`src/rtl/mem_arbiter.sv`:
```
// mem_arbiter: two-requester round-robin arbiter in front of memctl.
// Accepts single-beat read/write requests from two requesters over
// valid/ready, serializes them onto the memctl strobes and returns a
// one-cycle response pulse (with read data) to the granted requester.
//
// Ports:
//   clk, reset             clock, synchronous active-low reset
//   reqN_valid/write/addr/wdata, reqN_ready   request handshake, N = 0,1
//   rspN_valid/rdata                          response pulse and read data
//   mem_addr/wdata/write_en/read_en           strobes toward memctl
//   mem_rdata                                 read data from memctl
module mem_arbiter #(
  parameter int unsigned ADDR_WIDTH   = 16,
  parameter int unsigned DATA_WIDTH   = 8,
  parameter int unsigned READ_LATENCY = 1
) (
  input  logic                  clk,
  input  logic                  reset,
  input  logic                  req0_valid,
  input  logic                  req0_write,
  input  logic [ADDR_WIDTH-1:0] req0_addr,
  input  logic [DATA_WIDTH-1:0] req0_wdata,
  output logic                  req0_ready,
  output logic                  rsp0_valid,
  output logic [DATA_WIDTH-1:0] rsp0_rdata,
  input  logic                  req1_valid,
  input  logic                  req1_write,
  input  logic [ADDR_WIDTH-1:0] req1_addr,
  input  logic [DATA_WIDTH-1:0] req1_wdata,
  output logic                  req1_ready,
  output logic                  rsp1_valid,
  output logic [DATA_WIDTH-1:0] rsp1_rdata,
  output logic [ADDR_WIDTH-1:0] mem_addr,
  output logic [DATA_WIDTH-1:0] mem_wdata,
  output logic                  mem_write_en,
  output logic                  mem_read_en,
  input  logic [DATA_WIDTH-1:0] mem_rdata
);

  // Counter covers the full legal READ_LATENCY range of 1..15.
  localparam int unsigned CNT_W = 4;

  typedef enum logic [1:0] {
    S_IDLE,
    S_ISSUE,
    S_WAIT,
    S_RESP
  } state_t;

  state_t             state;
  logic               last_grant;
  logic               cur_id;
  logic               cur_write;
  logic [CNT_W-1:0]   cnt;

  logic                  grant;
  logic                  accept;
  logic                  sel_write;
  logic [ADDR_WIDTH-1:0] sel_addr;
  logic [DATA_WIDTH-1:0] sel_wdata;

  // Round-robin pick: a lone requester wins, a tie goes to the one not granted last.
  always_comb begin
    grant = 1'b0;
    if (req0_valid && req1_valid) begin
      grant = ~last_grant;
    end else if (req1_valid) begin
      grant = 1'b1;
    end
  end

  // Ready is forced low while reset is asserted, even though state is already IDLE.
  assign req0_ready = reset && (state == S_IDLE) && req0_valid && !grant;
  assign req1_ready = reset && (state == S_IDLE) && req1_valid && grant;
  assign accept     = req0_ready || req1_ready;

  // Fields of the winning requester.
  always_comb begin
    sel_write = req0_write;
    sel_addr  = req0_addr;
    sel_wdata = req0_wdata;
    if (grant) begin
      sel_write = req1_write;
      sel_addr  = req1_addr;
      sel_wdata = req1_wdata;
    end
  end

  // Control FSM; strobes and response pulses are registered so they line
  // up with the ISSUE and RESP states respectively.
  always_ff @(posedge clk) begin
    if (!reset) begin
      state        <= S_IDLE;
      last_grant   <= 1'b1;
      cur_id       <= 1'b0;
      cur_write    <= 1'b0;
      cnt          <= '0;
      mem_addr     <= '0;
      mem_wdata    <= '0;
      mem_write_en <= 1'b0;
      mem_read_en  <= 1'b0;
      rsp0_valid   <= 1'b0;
      rsp1_valid   <= 1'b0;
      rsp0_rdata   <= '0;
      rsp1_rdata   <= '0;
    end else begin
      mem_write_en <= 1'b0;
      mem_read_en  <= 1'b0;
      rsp0_valid   <= 1'b0;
      rsp1_valid   <= 1'b0;
      case (state)
        S_IDLE: begin
          if (accept) begin
            cur_id       <= grant;
            cur_write    <= sel_write;
            last_grant   <= grant;
            mem_addr     <= sel_addr;
            mem_wdata    <= sel_wdata;
            mem_write_en <= sel_write;
            mem_read_en  <= !sel_write;
            state        <= S_ISSUE;
          end
        end
        S_ISSUE: begin
          if (cur_write) begin
            rsp0_valid <= !cur_id;
            rsp1_valid <= cur_id;
            state      <= S_RESP;
          end else begin
            cnt   <= CNT_W'(READ_LATENCY - 1);
            state <= S_WAIT;
          end
        end
        S_WAIT: begin
          if (cnt == '0) begin
            if (cur_id) begin
              rsp1_rdata <= mem_rdata;
            end else begin
              rsp0_rdata <= mem_rdata;
            end
            rsp0_valid <= !cur_id;
            rsp1_valid <= cur_id;
            state      <= S_RESP;
          end else begin
            cnt <= cnt - CNT_W'(1);
          end
        end
        S_RESP: begin
          state <= S_IDLE;
        end
        default: begin
          state <= S_IDLE;
        end
      endcase
    end
  end

endmodule

```
`config.mk`:
```
export PLATFORM = sky130hd
export DESIGN_NAME = mem_arbiter
export DESIGN_NICKNAME = d
export VERILOG_FILES = /design/src/rtl/mem_arbiter.sv
export SDC_FILE = /design/constraint.sdc
export NUM_CORES = 1
export LEC_CHECK = 0
export CELL_PAD_IN_SITES_DETAIL_PLACEMENT = 0
export CELL_PAD_IN_SITES_GLOBAL_PLACEMENT = 1
export CORE_UTILIZATION = 29
export CTS_CLUSTER_DIAMETER = 50
export DETAILED_ROUTE_END_ITERATION = 8
export GPL_TIMING_DRIVEN = 0
export MAX_ROUTING_LAYER = met4
export PLACE_DENSITY = 0.77
export SETUP_SLACK_MARGIN = 0.02
export SLEW_MARGIN = 25
export SYNTH_ARGS = -nofsm -noshare
export SYNTH_HDL_FRONTEND = slang
export SYNTH_SLANG_ARGS = --single-unit
```
`constraint.sdc`:
```
create_clock -name clk -period 2.2 [get_ports clk]
set_input_delay 0.22 -clock clk [delete_from_list [all_inputs] [get_ports clk]]
set_output_delay 0.22 -clock clk [all_outputs]
set_load 0.1 [all_outputs]
```
After elaboration in Yosys (flattened, before gate mapping)
Index checks and enable logic that the tools add are counted.
{"block": "word_totals", "ff_bits": 53, "latchBits": 0, "ramBits": 0, "romBits": 0, "inputBits": 62, "output_inout_bits": 46, "wordCells": 60, "n_memories": 0}
{"block": "op_classes", "add_sub_neg": 1, "n_mul": 0, "div": 0, "order_cmp": 0, "n_eq_ne": 7, "shifts": 0, "mux": 18, "bitwise": 2, "n_reduce_logical": 19}
{"operator": "$mux W16", "count": 1}
{"operator": "$reduce_and A3 Y1", "count": 4}
{"operator": "$mux W1", "count": 8}
{"operator": "$mux W4", "count": 2}
{"operator": "$mux W8", "count": 1}
{"operator": "$ne A2 B2 Y1 const B", "count": 4}
{"operator": "$pmux W2 S4", "count": 1}
{"operator": "$pmux W4 S2", "count": 1}
{"operator": "$logic_and A1 B1 Y1", "count": 6}
{"operator": "$eq A2 B2 Y1 const B", "count": 2}
{"operator": "$logic_not A4 Y1", "count": 1}
{"operator": "$mux W2", "count": 2}
{"operator": "$pmux W1 S2", "count": 2}
{"operator": "$reduce_and A2 Y1", "count": 2}
{"operator": "$sub A4 B1 Y4 const B", "count": 1}
{"operator": "$logic_not A1 Y1", "count": 3}
{"operator": "$eq A2 B1 Y1 const B", "count": 1}
{"operator": "$logic_not A2 Y1", "count": 1}
{"operator": "$not A1 Y1", "count": 2}
{"operator": "$reduce_bool A2 Y1", "count": 1}
{"operator": "$logic_or A1 B1 Y1", "count": 1}

Depth between registers and ports, before layout
Gate-level depths: netlist of the first run.
{"block": "logic_depth", "depth_word": 7, "depth_mapped": 8, "ltp_nobuf": 5}

Worst setup path after synthesis of the first run
No wires, ideal clock.
{"block": "synth_path", "kind": "reg-to-output", "startpoint": "register state[0]", "endpoint": "output port req0_ready", "t_arrival_ps": 2010, "required_ps": 1980, "setup_slack_ps": -30, "stages_incl_launch_ff": 6, "n_path_buf": 1, "path_cell_list": "dfxtp_1 > inv_1 > ha_1 > buf_2 > nand3_1 > nor2_1"}
{"block": "synth_between", "elab_chain_cells": 4}
{"item": "start: declaration", "line_no": "50", "text": "state_t state;"}
{"item": "start signal: assignment", "line_no": "93", "text": "state <= S_IDLE;"}
{"item": "start signal: assignment", "line_no": "121", "text": "state <= S_ISSUE;"}
{"item": "start signal: assignment", "line_no": "128", "text": "state <= S_RESP;"}
{"item": "$logic_not A2 Y1", "line_no": "73", "text": "assign req0_ready = reset && (state == S_IDLE) && req0_valid && !grant;"}
{"item": "$logic_and A1 B1 Y1 (3 in series)", "line_no": "73"}
{"item": "end: declaration", "line_no": "23", "text": "output logic req0_ready,"}
No other way between the ends.

Worst setup path after layout of the first run
{"block": "layout_path", "startpoint": "register mem_addr[0]", "endpoint": "output port mem_addr[0]"}
{"item": "start: declaration", "line_no": "33", "text": "output logic [ADDR_WIDTH-1:0] mem_addr,"}
{"item": "start signal: assignment", "line_no": "117", "text": "mem_addr <= sel_addr;"}
No word-level cell between the ends.

==> flow_summary_export.csv, run 1 <==
group,metric,value,unit
critical_path,worstPathArrival,1.82,ns
critical_path,critPathRequiredTime,1.98,ns
critical_path,path_class,"register to primary output",
routing,dr.max_layer_used,"met4",
routing,vias,2253,
routing,wirelength,6500,um
synthesis,ys_types,35,
finish,multiInputGateArea,0.00112,mm^2
routing,firstDrtPassIters,4,
finish,finalInstanceArea,0.00363,mm^2
power_and_ir_drop,p_per_area,1200,mW/mm^2
cts,cts-root-buf,"clkbuf_8",
place,dpl.hpwl,4910,um
timing,finalSetupTns,0,ns
synthesis,synth-seq-cells,53,
critical_path,path_buf_inv,1,
synthesis,syn-num-nets,323,
floorplanning,dieWidth,91.5,um
place,port_buffers,106,
floorplanning,die-area,0.00837,mm^2
cts,postCtsSetupBuffers,0,
timing,tightestPinTransition,1.01,ns
routing,postRouteAntennaNets,0,
status,status,"finished clean",
routing,viasPerCell,4.76,
place,numPlacedInstances,465,
global_route,first_global_vias,2233,
floorplanning,ioPinCount,108,
cts,cts_hold_buf,0,
timing,setup_ws,0.158,ns
cts,clk_pin_slew,0.09,ns
critical_path,cp-end-kind,"primary output",
routing,dr.first_iter.drc_count,59,
critical_path,cp-start-kind,"register",
critical_path,max_stage_delay,1.15,ns
timing,skew,0.00851,ns
timing,finalCriticalPeriod,2.04,ns
routing,drc_errors,0,
cts,insertion_delay,0.31,ns
place,place_area,0.00351,mm^2
synthesis,yosys-top-cells-area,"dfxtp_1 (46%), mux2i_1 (12%), a21oi_1 (9.5%)",
global_route,antenna_found_initial,0,
floorplanning,dieHeight,91.5,um
critical_path,cp_max_fo,2,
floorplanning,start_util,30.1,%
synthesis,yosysTopAreaCell,"dfxtp_1",
global_route,grt_start_max_net_pins,16,
finish,fin_nets,436,
floorplanning,rows,32,
power_and_ir_drop,ir_worst_vdd,0.421,mV
timing,whs,0.274,ns
critical_path,path_cells,"clkdlybuf4s50_1",
place,pre_cts_ws,-0.739,ns
synthesis,netlist_instances,257,
timing,slew_violations,0,
finish,syn_to_final_growth,56.1,%
global_route,track_usage,16.6,%
synthesis,synth.avg_cell_area,9.04,um^2
routing,dr_wl_met3,542,um
finish,seq_area,0.00106,mm^2
cts,cts_tree,"built",
cts,cts_buffer_depth,2,
routing,wl_met2,2890,um
global_route,grt-ovfl-total,0,
power_and_ir_drop,power.leakage,1.33,nW
critical_path,crit_family,"buffers and inverters",
finish,final_cells,473,
finish,antenna_cells,0,
cts,clock_sinks,53,
timing,relSlewSlack,32.7,%
critical_path,slowest_stage,"clkdlybuf4s50_1",
synthesis,ys_warn_count,0,
routing,routedWlPerCell,13.7,um
finish,postLayoutCoreUtil,46.9,%
synthesis,seq_area_frac_synth,45.7,%
timing,hold_viol_final,0,
cts,cts_buffers,5,
synthesis,synth_top_area_share,45.7,%
timing,max_freq,490,MHz
synthesis,syn_area,0.00232,mm^2
floorplanning,core,0.00773,mm^2
timing,post-route-period-util,92.8,%
global_route,grt_pass1_wl,10800,um
cts,h-tree-depth,2,
cts,cts_resized,9,
timing,rsz0062_at_grt,"no",
min_path,hold_path.class,"primary input to register",
routing,wl_met1,3000,um
run,drv_cap,0,
place,place.gp.congestion,0.806,
power_and_ir_drop,power,4.36,mW
timing,setup_viol,0,
finish,n_fill_cell,750,
finish,drive_above_1_share,6.20,%
-- synthesized netlist by cell type, drive strengths merged --
cell     instances
dfxtp           53
a21oi           44
o21ai           42
mux2i           28
nand3           19
clkbuf          13
buf             10
inv              6
nor2             6
ha               4
nand2            4
and2             3
nor4             3
a22oi            2
and3             2
nand3b           2
o31ai            2
or3b             2
a211o            1
a21boi           1
a32o             1
and4bb           1
nand4            1
nand4b           1
nand4bb          1
nor2b            1
nor3             1
nor4b            1
o211a            1
or3              1
-- placed cells by master (no fill, tap or decap), types with 5 or more instances in the layout --
master	count
nand3_1	19
buf_2	6
o21ai_0	42
clkbuf_1	14
clkdlybuf4s50_1	104
a21oi_1	44
nor2_1	5
mux2i_1	28
clkbuf_8	6
inv_1	6
buf_6	5
dfxtp_1	53
-- where the power goes --
group	total (mW)	switching [mW]	internal [mW]
logic	2.39	1.71	0.678
registers	1.29	0.122	1.17
clock network	0.687	0.316	0.371
-- cells by family (layout without fill, tap and decap cells) --
| logic type | Yosys count | count (layout) | synth area share [%] |
|---|---|---|---|
| AOI/OAI and AO/OA | 94 | 94 | 21.4 |
| adders and majority gates | 4 | 4 | 2.15 |
| buffers and inverters | 29 | 143 | 6.41 |
| DFF | 53 | 53 | 45.7 |
| muxes | 28 | 28 | 12.1 |
| and+or+nand+nor | 49 | 49 | 12.3 |
-- path summary, 6_finish.rpt --
path / from / end / slack [ns] / depth (start not counted)
hold reg to reg: rsp0_rdata[5] / rsp0_rdata[5] / 0.48 / 2
setup reg to reg: state[0] / cnt[1] / 0.39 / 8
setup / recovery: mem_addr[0] / mem_addr[0] / 0.16 / 1
hold / removal: reset / cnt[2] / 0.27 / 3
-- registers in the layout (all words and copies together) (netlist names) --
signal / cells
rsp0_rdata: 8
rsp1_rdata: 8
last_grant: 1
state: 2
cur_write: 1
mem_write_en: 1
cnt: 4
rsp1_valid: 1
mem_read_en: 1
cur_id: 1
rsp0_valid: 1
mem_wdata: 8
mem_addr: 16
-- area by class of cell --
| cell class | instances | share of cell area, % |
|---|---|---|
| Multi-Input combinational cell | 175 | 30.8 |
| Sequential cell | 53 | 29.3 |
| Timing Repair Buffer | 106 | 29.1 |
| Tap cell | 102 | 3.52 |
| Buffer | 23 | 3.48 |
| Clock buffer | 7 | 2.38 |
| Clock inverter | 1 | 0.828 |
| Inverter | 6 | 0.621 |
-- routing by layer --
metal | global-route usage [%] | up-vias
met3 | 5.61 | 5
met1 | 20.8 | 999
met4 | 4.76 | 0
met5 | - | -
li1 | - | 1152
met2 | 25.3 | 97
No activity file was read; power rests on OpenSTA's default activity.
==> inputs of run 2 (changes only) <==
- SLEW_MARGIN: 25 -> unset
==> results of run 2 <==
Same layout as run 1: the final DEF is identical, and so are final timing and power.
